## config.mk

```make
export PLATFORM = sky130hd
export DESIGN_NAME = seqgen_tx
export DESIGN_NICKNAME = d
export VERILOG_FILES = /design/src/rtl/seqgen_tx.sv
export SDC_FILE = /design/constraint.sdc
export NUM_CORES = 1
export LEC_CHECK = 0
export ABC_AREA = 1
export CORE_MARGIN = 2
export CORE_UTILIZATION = 57
export CTS_CLUSTER_SIZE = 28
export DETAILED_ROUTE_END_ITERATION = 8
export PLACE_DENSITY_LB_ADDON = 0.08
export SLEW_MARGIN = 20
export SYNTH_ARGS = -nofsm -noshare
export SYNTH_HDL_FRONTEND = slang
export SYNTH_SLANG_ARGS = --single-unit
```

## constraint.sdc

```tcl
create_clock -name clk -period 2.45 [get_ports clk]
set_input_delay 0.49 -clock clk [delete_from_list [all_inputs] [get_ports clk]]
set_output_delay 0.49 -clock clk [all_outputs]
set_load 0.05 [all_outputs]
```

## src/rtl/seqgen_tx.sv

```systemverilog
// seqgen_tx: serial pattern transmitter, MSB-first, with repeats and
// optional idle gaps between repeats; drives a sequence detector input.
// Ports: clk, rst (async, active-low), start, pattern[PAT_W],
//   repeat_n[CNT_W], gap[GAP_W], abort -> dout, dvalid, busy, done,
//   statout[3] (IDLE=000 SHIFT=001 GAP=010 DONE=011).
module seqgen_tx #(
  parameter int PAT_W = 6,
  parameter int CNT_W = 4,
  parameter int GAP_W = 3
) (
  input  logic             clk,
  input  logic             rst,
  input  logic             start,
  input  logic [PAT_W-1:0] pattern,
  input  logic [CNT_W-1:0] repeat_n,
  input  logic [GAP_W-1:0] gap,
  input  logic             abort,
  output logic             dout,
  output logic             dvalid,
  output logic             busy,
  output logic             done,
  output logic [2:0]       statout
);

  localparam int BW = (PAT_W > 1) ? $clog2(PAT_W) : 1;
  localparam logic [BW-1:0] LAST = BW'(PAT_W - 1);

  typedef enum logic [1:0] {
    S_IDLE  = 2'd0,
    S_SHIFT = 2'd1,
    S_GAP   = 2'd2,
    S_DONE  = 2'd3
  } state_t;

  state_t           state;
  state_t           state_n;
  logic [BW-1:0]    bitcnt;
  logic [BW-1:0]    bit_n;
  logic [CNT_W-1:0] rem;
  logic [CNT_W-1:0] rem_n;
  logic [GAP_W-1:0] gcnt;
  logic [GAP_W-1:0] gcnt_n;
  logic [PAT_W-1:0] pat_sh;
  logic [PAT_W-1:0] pat_n;
  logic [GAP_W-1:0] gap_sh;
  logic [GAP_W-1:0] gsh_n;

  logic             dout_n;
  logic             dvalid_n;
  logic             busy_n;
  logic             done_n;
  logic [BW-1:0]    idx_n;

  // State, counters, shadow copies and registered outputs
  always_ff @(posedge clk or negedge rst) begin
    if (!rst) begin
      state  <= S_IDLE;
      bitcnt <= '0;
      rem    <= '0;
      gcnt   <= '0;
      pat_sh <= '0;
      gap_sh <= '0;
      dout   <= 1'b0;
      dvalid <= 1'b0;
      busy   <= 1'b0;
      done   <= 1'b0;
    end else begin
      state  <= state_n;
      bitcnt <= bit_n;
      rem    <= rem_n;
      gcnt   <= gcnt_n;
      pat_sh <= pat_n;
      gap_sh <= gsh_n;
      dout   <= dout_n;
      dvalid <= dvalid_n;
      busy   <= busy_n;
      done   <= done_n;
    end
  end

  // Next state and counter updates.
  // bitcnt names the bit currently on dout; rem counts repeats
  // still in flight, including the one being shifted.
  always_comb begin
    state_n = state;
    bit_n   = bitcnt;
    rem_n   = rem;
    gcnt_n  = gcnt;
    pat_n   = pat_sh;
    gsh_n   = gap_sh;
    unique case (state)
      S_IDLE: begin
        if (start && !abort) begin
          pat_n = pattern;
          gsh_n = gap;
          rem_n = repeat_n;
          bit_n = '0;
          if (repeat_n != '0) state_n = S_SHIFT;
          else                state_n = S_DONE;
        end
      end
      S_SHIFT: begin
        if (bitcnt == LAST) begin
          bit_n = '0;
          rem_n = rem - CNT_W'(1);
          if (rem == CNT_W'(1)) begin
            state_n = S_DONE;
          end else if (gap_sh == '0) begin
            state_n = S_SHIFT;
          end else begin
            state_n = S_GAP;
            gcnt_n  = gap_sh - GAP_W'(1);
          end
        end else begin
          bit_n = bitcnt + BW'(1);
        end
      end
      S_GAP: begin
        if (gcnt == '0) begin
          state_n = S_SHIFT;
          bit_n   = '0;
        end else begin
          gcnt_n = gcnt - GAP_W'(1);
        end
      end
      S_DONE: begin
        state_n = S_IDLE;
      end
      default: begin
        state_n = S_IDLE;
      end
    endcase
    if (abort && state != S_IDLE) begin
      state_n = S_IDLE;
      bit_n   = '0;
      rem_n   = '0;
      gcnt_n  = '0;
    end
  end

  // Output values for the next cycle, decoded from the next state
  // so that every output leaves a flop.
  always_comb begin
    idx_n    = LAST - bit_n;
    dout_n   = 1'b0;
    dvalid_n = 1'b0;
    busy_n   = 1'b0;
    done_n   = 1'b0;
    unique case (state_n)
      S_SHIFT: begin
        dout_n   = pat_n[idx_n];
        dvalid_n = 1'b1;
        busy_n   = 1'b1;
      end
      S_GAP: begin
        busy_n = 1'b1;
      end
      S_DONE: begin
        busy_n = 1'b1;
        done_n = 1'b1;
      end
      default: begin
        busy_n = 1'b0;
      end
    endcase
  end

  always_comb begin
    unique case (state)
      S_SHIFT: statout = 3'b001;
      S_GAP:   statout = 3'b010;
      S_DONE:  statout = 3'b011;
      default: statout = 3'b000;
    endcase
  end

endmodule

```

# Word-level counts from Yosys, hierarchy flattened
# Index checks and enable logic that the tools add are counted.
[word_totals]
register_bits = 25
latchBits = 0
ram_bits = 0
romBits = 0
in_bits = 17
out_inout_bits = 7
elab_cells = 75
memories = 0
[op_classes]
add_sub_neg = 5
mul = 0
div = 0
n_lt_le_gt_ge = 1
eq_ne = 13
n_shift = 0
n_mux = 32
bitwise_logic = 0
reduce_logical = 14
[ops]
columns = ["operator", "n"]
rows = [
  ["3-bit two-way mux", 9],
  ["3-bit inequality test (second input constant)", 5],
  ["2-bit two-way mux", 7],
  ["4-bit two-way mux", 3],
  ["6-bit two-way mux", 2],
  ["3-bit one-hot mux with 3 select lines", 1],
  ["2-bit == test (second input constant)", 4],
  ["2-bit one-hot mux with 4 select lines", 1],
  ["4-bit one-hot mux with 2 select lines", 1],
  ["3-bit logical NOT", 2],
  ["2-bit one-hot mux with 3 select lines", 1],
  ["3-bit one-hot mux with 2 select lines", 1],
  ["3-bit nonzero test", 2],
  ["3-bit by 1-bit subtractor with 3-bit output (second input constant)", 2],
  ["1-bit two-way mux", 5],
  ["5-bit AND reduction", 1],
  ["2-bit by 1-bit == test with 1-bit output (second input constant)", 2],
  ["4-bit by 1-bit == test with 1-bit output (second input constant)", 1],
  ["3-bit by 4-bit less-than comparator with 1-bit output (second input constant)", 1],
  ["4-bit nonzero test", 1],
  ["4-bit by 1-bit subtractor with 4-bit output (second input constant)", 1],
  ["3-bit by 1-bit adder with 3-bit output (second input constant)", 1],
  ["1-bit binary-select mux with 3-bit select", 1],
  ["3-bit == test (second input constant)", 1],
  ["other kinds (8)", 9],
]

# Longest topological paths before layout
# Gate-level depths: netlist of the first run.
[logic_depth]
word_depth = 9
ltp_mapped = 12
mapped_depth_nobuf = 12

# Least setup slack after synthesis of the first run
# OpenSTA, ideal clock, no wires.
[synth_timing]
path_type = "register to output"
from = "register state[0]"
to = "output port statout[0]"
t_arrival_ns = 1.305
required_ns = 1.960
setup_slack_ns = 0.655
stages_incl_launch_ff = 2
path_cell_list = "dfrtp_1 dlygate4sd3_1"
[synth_via]
elab_chain_len = 2
elab_cells_between_ends = 4
classes_between = "eq/ne (3); mux (1)"
[synth_rtl]
columns = ["item", "line", "source"]
rows = [
  ["start: declaration", "35", "state_t state;"],
  ["start signal: assignment", "68", "state <= state_n;"],
  ["2-bit == test or 2-bit by 1-bit == test with 1-bit output (tied branches)", "169", "unique case (state)"],
  ["2-bit one-hot mux with 3 select lines *", "169", ""],
  ["end: declaration", "22", "output logic [2:0] statout"],
]
# Mark *: on every way between the ends. The rest lies on a longest branch, timed or not.

# Final worst setup path of the first run
# Ends and elaborated chain as after synthesis.

==> impl_metrics.json, run 1 <==
{
  "grt_max_degree": 26,
  "post-dp-hpwl_mm": 2.43,
  "grt_setup_unrepaired": "false",
  "ir_drop_mv": 0.880,
  "ant_nets": 0,
  "htree_levels": 1,
  "yosys_most_used_dff": "dfrtp_1",
  "required_ps": 1960,
  "die_height_um": 54.9,
  "cpPeakStageDelay_ps": 850,
  "worstMarginPinSlew_ps": 503,
  "finalNetCount": 241,
  "root_buffer": "clkbuf_4",
  "synth.yosys.warnings": 0,
  "hold_buffers": 0,
  "routed_wl_mm": 3.12,
  "grt_util_all_layers_pct": 24.5,
  "synth_cell_type_count": 31,
  "route.detailed.drc": 0,
  "setup_viol": 0,
  "synth.avg_cell_area_um2": 7.47,
  "cts.clk_slew.worst_paths_ps": 140,
  "dp_slack_ps": 236,
  "numClockSinks": 25,
  "cap_violations": 0,
  "final_cells": 250,
  "synth_top_area_share_pct": 42.3,
  "finalSetupTns_ps": 0,
  "critical_path.max_fanout": 6,
  "regToRegSetupSlack_ps": 620,
  "synth_area_leader_cell": "dfrtp_1",
  "yosys-top-cells-area": "dfrtp_1 42%, nand2_1 11%, inv_1 7.6%",
  "io_pins": 24,
  "setup_slack_ps": 289,
  "overflow": 0,
  "crit_family": "buffers and inverters",
  "design_area_um2": 1730,
  "diodes": 0,
  "arrival_ps": 1670,
  "vias": 1311,
  "wl_per_cell_um": 12.5,
  "row_count": 18,
  "syn_nets": 218,
  "status": "completed",
  "areaGrowthSynthToFinish_pct": 16.8,
  "hold_ws_ps": 501,
  "skew_ps": 3.64,
  "max_freq_mhz": 463,
  "worstSetupStartpointType": "register",
  "grt_antenna_before_repair": 0,
  "min_period_ps": 2160,
  "power.density_nw_per_um2": 1120,
  "clkLatencyLatePin_ps": 320,
  "reg2reg_depth": 10,
  "synth-edff-count": 0,
  "netlist_instances": 198,
  "finalHoldViolations": 0,
  "initial_core_util_pct": 59.7,
  "cts.repair.resized": 0,
  "die_w_um": 54.9,
  "yosysSeqAreaShare_pct": 42.3,
  "cts_buffer_depth": 2,
  "postCtsSetupRepairBufs": 0,
  "slew_headroom_pct": 66.4,
  "grt_pass1_vias": 1291,
  "placed_area_um2": 1700,
  "hold_class": "in -> async",
  "placed_cells": 246,
  "yosysMostFrequentCell": "nand2_1",
  "synthTopCellsByCount": "45 x nand2_1, 30 x inv_1, 25 x dfrtp_1, 23 x nor2_1, 13 x nand3_1",
  "dr.pass1.iters": 4,
  "drt-initial-drc-count": 30,
  "cts_tree": "done",
  "place.gp.congestion": 0.908,
  "slew_violations": 0,
  "io_buffer_count": 22,
  "crit_slowest_cell": "clkdlybuf4s50_1",
  "r2r-end": "gcnt[2]$_DFFE_PN0P_",
  "drive_gt1_share_pct": 11.8,
  "ys_seq_elements": 25,
  "p_leak_nw": 0.880,
  "end_kind": "primary output",
  "fin_crit_sh_pct": 88.2,
  "syn-cell-area_um2": 1480,
  "path_class": "reg -> out",
  "critPathBufInv": 1,
  "ys_async_sr_fraction_pct": 100,
  "die-area_um2": 3020,
  "avgViaCountPerCell": 5.24,
  "r2r_start": "state[1]$_DFF_PN0_",
  "cts_inserted_buffers": 3,
  "core-area_um2": 2480,
  "grt_pass1_wl_mm": 5.27,
  "nFillCells": 202,
  "critical_path.cell_chain": "clkdlybuf4s50_1"
}
## worst max-delay path by stage
stage,endpoint,slack (ps),depth (start not counted),from
2_1_floorplan,statout[0],660,1,state[0]$_DFF_PN0_
3_3_place_gp,dout$_DFF_PN0_,290,9,abort
3_5_place_dp,dout$_DFF_PN0_,240,9,abort
4_1_cts,statout[0],280,1,state[0]$_DFF_PN0_
5_1_grt,statout[0],210,1,state[0]$_DFF_PN0_
6_report,statout[0],290,1,state[0]$_DFF_PN0_
## area by class of cell
type,instances,area (µm²),share of cell area [%]
clock buffers,3,22.5,1.30
clock inverters,1,5.00,0.290
inverters,35,134,7.75
multi-input cells,133,676,39.1
flip-flops and latches,25,626,36.2
well taps,30,37.5,2.17
repair buffers,23,228,13.2
## power by group
part / leakage, nW / switching [mW] / total [mW] / internal (mW)
clock network: 0.0177 / 0.126 / 0.187 / 0.0612
registers: 0.303 / 0.0888 / 0.670 / 0.581
logic: 0.560 / 0.712 / 1.08 / 0.371
## metrics by stage
| step | util [%] | power, mW |
|---|---|---|
| after floorplan | - | 1.51 |
| after global placement | 68.6 | 1.70 |
| after detailed placement | 68.6 | 1.75 |
| after CTS | 69.7 | 1.93 |
| after global routing | 69.7 | 2.12 |
| final | 69.7 | 1.94 |
## cell usage in the layout (no fill, tap or decap)
cell / Yosys / routed
inv_2: 4 / 4
a21oi_1: 9 / 9
nor2_2: 3 / 3
xnor2_1: 1 / 1
dfrtp_1: 25 / 25
xor2_1: 1 / 1
nand2_1: 45 / 45
nand2_2: 4 / 4
nand4_1: 1 / 1
o21ai_0: 10 / 10
clkinv_2: 0 / 1
nor3_1: 1 / 1
o22ai_1: 4 / 4
o21ai_2: 4 / 4
a21oi_2: 1 / 1
nor2_4: 1 / 1
conb_1: 1 / 1
nand3_1: 13 / 13
buf_4: 1 / 1
o31ai_1: 1 / 1
clkbuf_4: 0 / 3
nand2_4: 2 / 2
nor2_1: 23 / 23
ha_1: 3 / 3
o211ai_2: 1 / 1
inv_1: 30 / 30
and3_1: 1 / 1
o21ai_1: 2 / 2
clkdlybuf4s50_1: 0 / 22
inv_4: 1 / 1
nand3b_1: 1 / 1
## kinds of logic after synthesis
| logic type | Yosys count | synth area share [%] |
|---|---|---|
| and+or+nand+nor | 95 | 28.6 |
| buffers and inverters | 40 | 12.0 |
| AOI/OAI and AO/OA | 32 | 13.1 |
| DFF | 25 | 42.3 |
| adders and majority gates | 3 | 2.54 |
| xor gates and xnor gates | 2 | 1.18 |
| other | 1 | 0.254 |
## flip-flops by register name, summed over array words and instances, names as in the netlist
signal and count:
bitcnt 3, busy 1, done 1, dout 1, dvalid 1, gap_sh 3
gcnt 3, pat_sh 6, rem 4, state 2
## layer usage
metal  part of all wire [%]  track usage, %  routed length [µm]
met1                     45            29.9                1400
met2                     50            43.1                1560
met3                    4.1            3.23                 127
met4                    1.3            11.0                  42
met5                      0               0                   0
Power figures use the tool's default switching activity.
==> run 2: changes to the inputs <==
- ABC_AREA: 1 -> 0
- CAP_MARGIN: unset -> 20
==> run 2 against run 1 <==
Non-clock buffer count is 9 higher. Via count decreased by 10%. Power is 2.7% lower. Largest cell class unchanged.
==> impl_metrics.json, run 2 <==
{
  "cpPeakStageDelay_ps": 860,
  "synthAdderAreaFrac_pct": 2.50,
  "avgViaCountPerCell": 6.00,
  "arrival_ps": 1730,
  "final_cells": 196,
  "core-area_um2": 2480,
  "use_met3_pct": 3.28,
  "ys_seq_elements": 25,
  "min_period_ps": 2220,
  "vias": 1176,
  "place.gp.congestion": 0.885,
  "synthTopCellsByCount": "25 x dfrtp_1, 9 x mux2_2, 7 x nor2_1, 7 x o21ai_0, 6 x inv_1",
  "power.density_nw_per_um2": 1050,
  "yosysSeqAreaShare_pct": 41.6,
  "cts.clk_slew.worst_paths_ps": 140,
  "synth_cell_type_count": 53,
  "max_freq_mhz": 451,
  "ir_drop_mv": 0.770,
  "critPathBufInv": 1,
  "ant_nets": 0,
  "worstSetupStartpointType": "register",
  "finalHoldViolations": 0,
  "setup_viol": 0,
  "fin_total_pwr_mw": 1.89,
  "route.detailed.drc": 0,
  "cts.repair.resized": 0,
  "grt_pass1_wl_mm": 5.39,
  "dr.pass1.iters": 4,
  "routed_wl_mm": 3.04,
  "synth_simple_gate_area_share_pct": 18.1,
  "final_common_cell": "dfrtp_1",
  "status": "completed",
  "slew_violations": 0,
  "grt.busiest_layer": "met2",
  "die_height_um": 55.3,
  "required_ps": 1960,
  "worstMarginPinSlew_ps": 502,
  "htree_levels": 1,
  "grt_antenna_before_repair": 0,
  "syn_nets": 159,
  "post_synth_xor_area_fraction_pct": 0.583,
  "use_met1_pct": 29.4,
  "io_buffer_count": 22,
  "fin_crit_sh_pct": 90.5,
  "clkLatencyLatePin_ps": 320,
  "ys_async_sr_fraction_pct": 100,
  "io_pins": 24,
  "largest_register_ffs": 6,
  "drt-initial-drc-count": 26,
  "synth_compound_area_share_pct": 20.6,
  "grt_setup_unrepaired": "false",
  "yosysMostFrequentCell": "dfrtp_1",
  "hold_buffers": 0,
  "numClockSinks": 25,
  "skew_ps": 3.73,
  "wl_per_cell_um": 15.5,
  "synth-edff-count": 0,
  "cap_violations": 0,
  "synth_top_family_by_area": "compound AO/OA/AOI/OAI gates",
  "overflow": 0,
  "row_count": 18,
  "grt_use_met2_pct": 35.5,
  "critical_path.max_fanout": 8,
  "cts_tree": "done",
  "netlist_instances": 139,
  "crit_slowest_cell": "clkdlybuf4s50_1",
  "grt_max_degree": 26,
  "path_class": "reg -> out",
  "die-area_um2": 3060,
  "die_w_um": 55.3,
  "finalNetCount": 187,
  "critical_path.cell_chain": "clkdlybuf4s50_1",
  "synth_top_area_share_pct": 41.6,
  "setup_slack_ps": 232,
  "initial_core_util_pct": 60.7,
  "grt_pass1_vias": 1214,
  "cts_buffer_depth": 2,
  "postCtsSetupRepairBufs": 0,
  "placed_cells": 192,
  "drive_gt1_share_pct": 22.9,
  "finalSetupTns_ps": 0,
  "synth.avg_cell_area_um2": 10.8,
  "synthMuxAreaShare_pct": 10.1,
  "synth.yosys.warnings": 0,
  "layout_common_cells": "25 x dfrtp_1, 22 x clkdlybuf4s50_1, 10 x buf_4",
  "yosys-top-cells-area": "dfrtp_1 42%, mux2_2 6.7%, mux2i_1 3.3%",
  "slew_headroom_pct": 66.5,
  "end_kind": "primary output",
  "cts_inserted_buffers": 3,
  "largest-register": "pat_sh",
  "diodes": 0,
  "crit_family": "buffers and inverters",
  "yosys_most_used_dff": "dfrtp_1",
  "synth_area_leader_cell": "dfrtp_1",
  "p_leak_nw": 0.793,
  "largestRegisters": "pat_sh: 6 flops, rem: 4 flops",
  "syn-cell-area_um2": 1500,
  "grt_util_all_layers_pct": 21.5,
  "hold_class": "in -> async",
  "root_buffer": "clkbuf_4",
  "dp_slack_ps": 7.92,
  "areaGrowthSynthToFinish_pct": 19.4,
  "post-dp-hpwl_mm": 2.39
}
## run 2: routing by layer
layer,up-vias,share of wire (%),wire length [µm]
met5,-,0,0
met4,0,0.82,25
met3,4,3.9,118
met2,24,48,1470
met1,589,47,1430
li1,559,-,-
## run 2: cell type report
cell class	count	area, µm²
multi-input cells	98	782
flip-flops and latches	25	626
inverters	7	26.3
well taps	30	37.5
clock inverters	1	5.00
clock buffers	3	22.5
repair buffers	32	295
fillers	189	683
## run 2: final timing paths
check	from	endpoint	slack, ps	cells past startpoint
max	state[1]$_DFF_PN0_	statout[1]	230	1
min	rst	bitcnt[0]$_DFF_PN0_	520	2
min in group clk	pat_sh[1]$_DFF_PN0_	pat_sh[1]$_DFF_PN0_	520	1
min reg2reg	pat_sh[1]$_DFF_PN0_	pat_sh[1]$_DFF_PN0_	520	1
max in group asynchronous	rst	gap_sh[1]$_DFFE_PN0P_	1690	2
max reg2reg	rem[1]$_DFFE_PN0P_	gcnt[2]$_DFFE_PN0P_	320	8
## run 2: metrics by stage
step | cell area (µm²) | hold slack, ps | utilization, %
after global placement | 1770 | 482 | 71.3
after global routing | 1790 | 544 | 72.4
after floorplan | 1500 | 194 | -
final | 1790 | 521 | 72.4
after detailed placement | 1770 | 495 | 71.3
after CTS | 1790 | 526 | 72.4
## run 2: report_power, final
group / leakage (nW) / internal (mW) / switching [mW]
sequential: 0.312 / 0.579 / 0.154
combinational: 0.463 / 0.459 / 0.510
clock: 0.0177 / 0.0611 / 0.126
## run 2: kinds of logic after synthesis
group,Yosys count
AO/OA/AOI/OAI,38
other,1
buffers and inverters,16
AND/OR/NAND/NOR,41
adder cells (fa/ha/maj),3
XOR/XNOR,1
multiplexers,14
flip-flops,25
==> run 3: changes to the inputs <==
- CORE_UTILIZATION: 57 -> 35
- clock period: 2.45 -> 2.5 ns (I/O delays scaled with it)
==> run 3 against run 2 <==
Count of clock-buffer cells in the layout stayed put. Die area up 58%. Setup slack lost 70 ps. Routed wire length up 1.3%. Cell count is 8.2% higher. First-iteration DRC count rose by 140%. Final area is 0.98% higher. Combinational power decreased by 6.3%.
==> impl_metrics.json, run 3 (same netlist as run 2, synthesis figures left out) <==
{
  "status": "completed",
  "route.detailed.drc": 0,
  "avgViaCountPerCell": 5.29,
  "finalNetCount": 183,
  "final_cells": 212,
  "final_common_cell": "dfrtp_1",
  "worstSetupStartpointType": "register",
  "drt-initial-drc-count": 63,
  "worstHoldEndpoint": "pat_sh[3]$_DFF_PN0_",
  "io_pins": 24,
  "grt_use_met2_pct": 21.9,
  "crit_slowest_cell": "clkdlybuf4s50_1",
  "grt_util_all_layers_pct": 13.9,
  "clkLatencyLatePin_ps": 270,
  "dp_slack_ps": 48.6,
  "end_kind": "primary output",
  "cap_violations": 0,
  "skew_ps": 8.92,
  "cpPeakStageDelay_ps": 900,
  "p_leak_nw": 0.775,
  "grt.busiest_layer": "met2",
  "setup_slack_ps": 162,
  "cts.clk_slew.worst_paths_ps": 100,
  "root_buffer": "clkbuf_8",
  "regToRegSetupSlack_ps": 360,
  "r2r-end": "gcnt[2]$_DFFE_PN0P_",
  "die_height_um": 69.5,
  "largest-register": "pat_sh",
  "crit_family": "buffers and inverters",
  "critPathBufInv": 1,
  "critical_path.max_fanout": 14,
  "use_met1_pct": 19.3,
  "grt_setup_unrepaired": "false",
  "hold_buffers": 0,
  "slew_violations": 0,
  "grt_antenna_before_repair": 0,
  "wl_per_cell_um": 14.5,
  "grt_pass1_wl_mm": 5.50,
  "grt_max_degree": 26,
  "cts_tree": "done",
  "arrival_ps": 1840,
  "placed_area_um2": 1760,
  "io_buffer_count": 22,
  "largestRegisters": "pat_sh: 6 flops, rem: 4 flops",
  "finalSetupTns_ps": 0,
  "cp-startpoint": "state[0]$_DFF_PN0_",
  "areaGrowthSynthToFinish_pct": 20.6,
  "dr.pass1.iters": 4,
  "ant_nets": 0,
  "design_area_um2": 1810,
  "place.gp.congestion": 0.771,
  "post-dp-hpwl_mm": 2.36,
  "numClockSinks": 25,
  "die-area_um2": 4830,
  "cts_buffer_depth": 2,
  "setup_viol": 0,
  "path_class": "reg -> out",
  "max_freq_mhz": 428,
  "vias": 1122,
  "row_count": 23,
  "placed_cells": 208,
  "die_w_um": 69.5,
  "layout_common_cells": "24 x dfrtp_1, 22 x clkdlybuf4s50_1, 9 x mux2_2",
  "reg2reg_depth": 8,
  "fin_crit_sh_pct": 93.5,
  "diodes": 0,
  "power.density_nw_per_um2": 1040,
  "htree_levels": 1,
  "min_period_ps": 2340,
  "ir_drop_mv": 0.399,
  "hold_class": "reg -> reg",
  "required_ps": 2000,
  "routed_wl_mm": 3.08,
  "use_met3_pct": 2.76,
  "overflow": 0,
  "hold_ws_ps": 503,
  "r2r_start": "rem[1]$_DFFE_PN0P_",
  "largest_register_ffs": 6,
  "final_util_pct": 44.7,
  "fin_total_pwr_mw": 1.89,
  "drive_gt1_share_pct": 21.6,
  "grt_pass1_vias": 1152,
  "cts_inserted_buffers": 3,
  "hold_path_startpoint": "pat_sh[3]$_DFF_PN0_",
  "core-area_um2": 4060,
  "min_path_cells": 1,
  "finalHoldViolations": 0,
  "critical_path.cell_chain": "clkdlybuf4s50_1",
  "initial_core_util_pct": 37.0
}
==> run 3: changes by cell type in the layout (fill, tap and decap cells not counted), sizes merged <==
cell      delta
buf          -4
clkinv       -1
clkinvlp     +1
==> run 3: timing repair <==
action / CTS / global route
hold endpoints to repair: 0 / 0
setup buffers: 0 / 0
gates resized for setup: 0 / 1
endpoints found under the setup margin: 0 / 1
==> run 3: worst reg2reg max path, cell delays in order (launching register included) <==
cell and delay (ps):
dfrtp_1 420, inv_1 90, ha_1 130, or3b_1 380
nor2b_4 150, a21o_1 190, a22oi_4 290, o21ai_0 140
a32o_1 260
==> run 3: per-layer routing <==
metal / wire [µm] / share of wire, %
met4: 20 / 0.65
met2: 1460 / 47
met5: 0 / 0
met1: 1500 / 49
met3: 109 / 3.5
==> run 3: power breakdown <==
group	leakage [nW]	total, mW	switching, mW	internal [mW]
logic	0.443	0.908	0.473	0.436
registers	0.310	0.733	0.165	0.568
clock network	0.0217	0.249	0.136	0.113
==> run 3: how the worst max path moves through the flow <==
| stage | endpoint | slack [ps] | cells after the start |
|---|---|---|---|
| 2_1_floorplan | dout$_DFF_PN0_ | 530 | 6 |
| 3_3_place_gp | dout$_DFF_PN0_ | 90 | 8 |
| 3_5_place_dp | dout$_DFF_PN0_ | 50 | 8 |
| 4_1_cts | statout[1] | 60 | 1 |
| 5_1_grt | statout[0] | 110 | 1 |
| 6_report | statout[0] | 160 | 1 |
==> run 3: cell type report <==
type | count | area (µm²)
inverter | 7 | 26.3
multi-input combinational | 98 | 782
tap | 50 | 62.6
sequential | 25 | 627
timing repair buffer | 28 | 265
fill | 400 | 2250
clock inverter | 1 | 7.51
clock buffer | 3 | 41.3
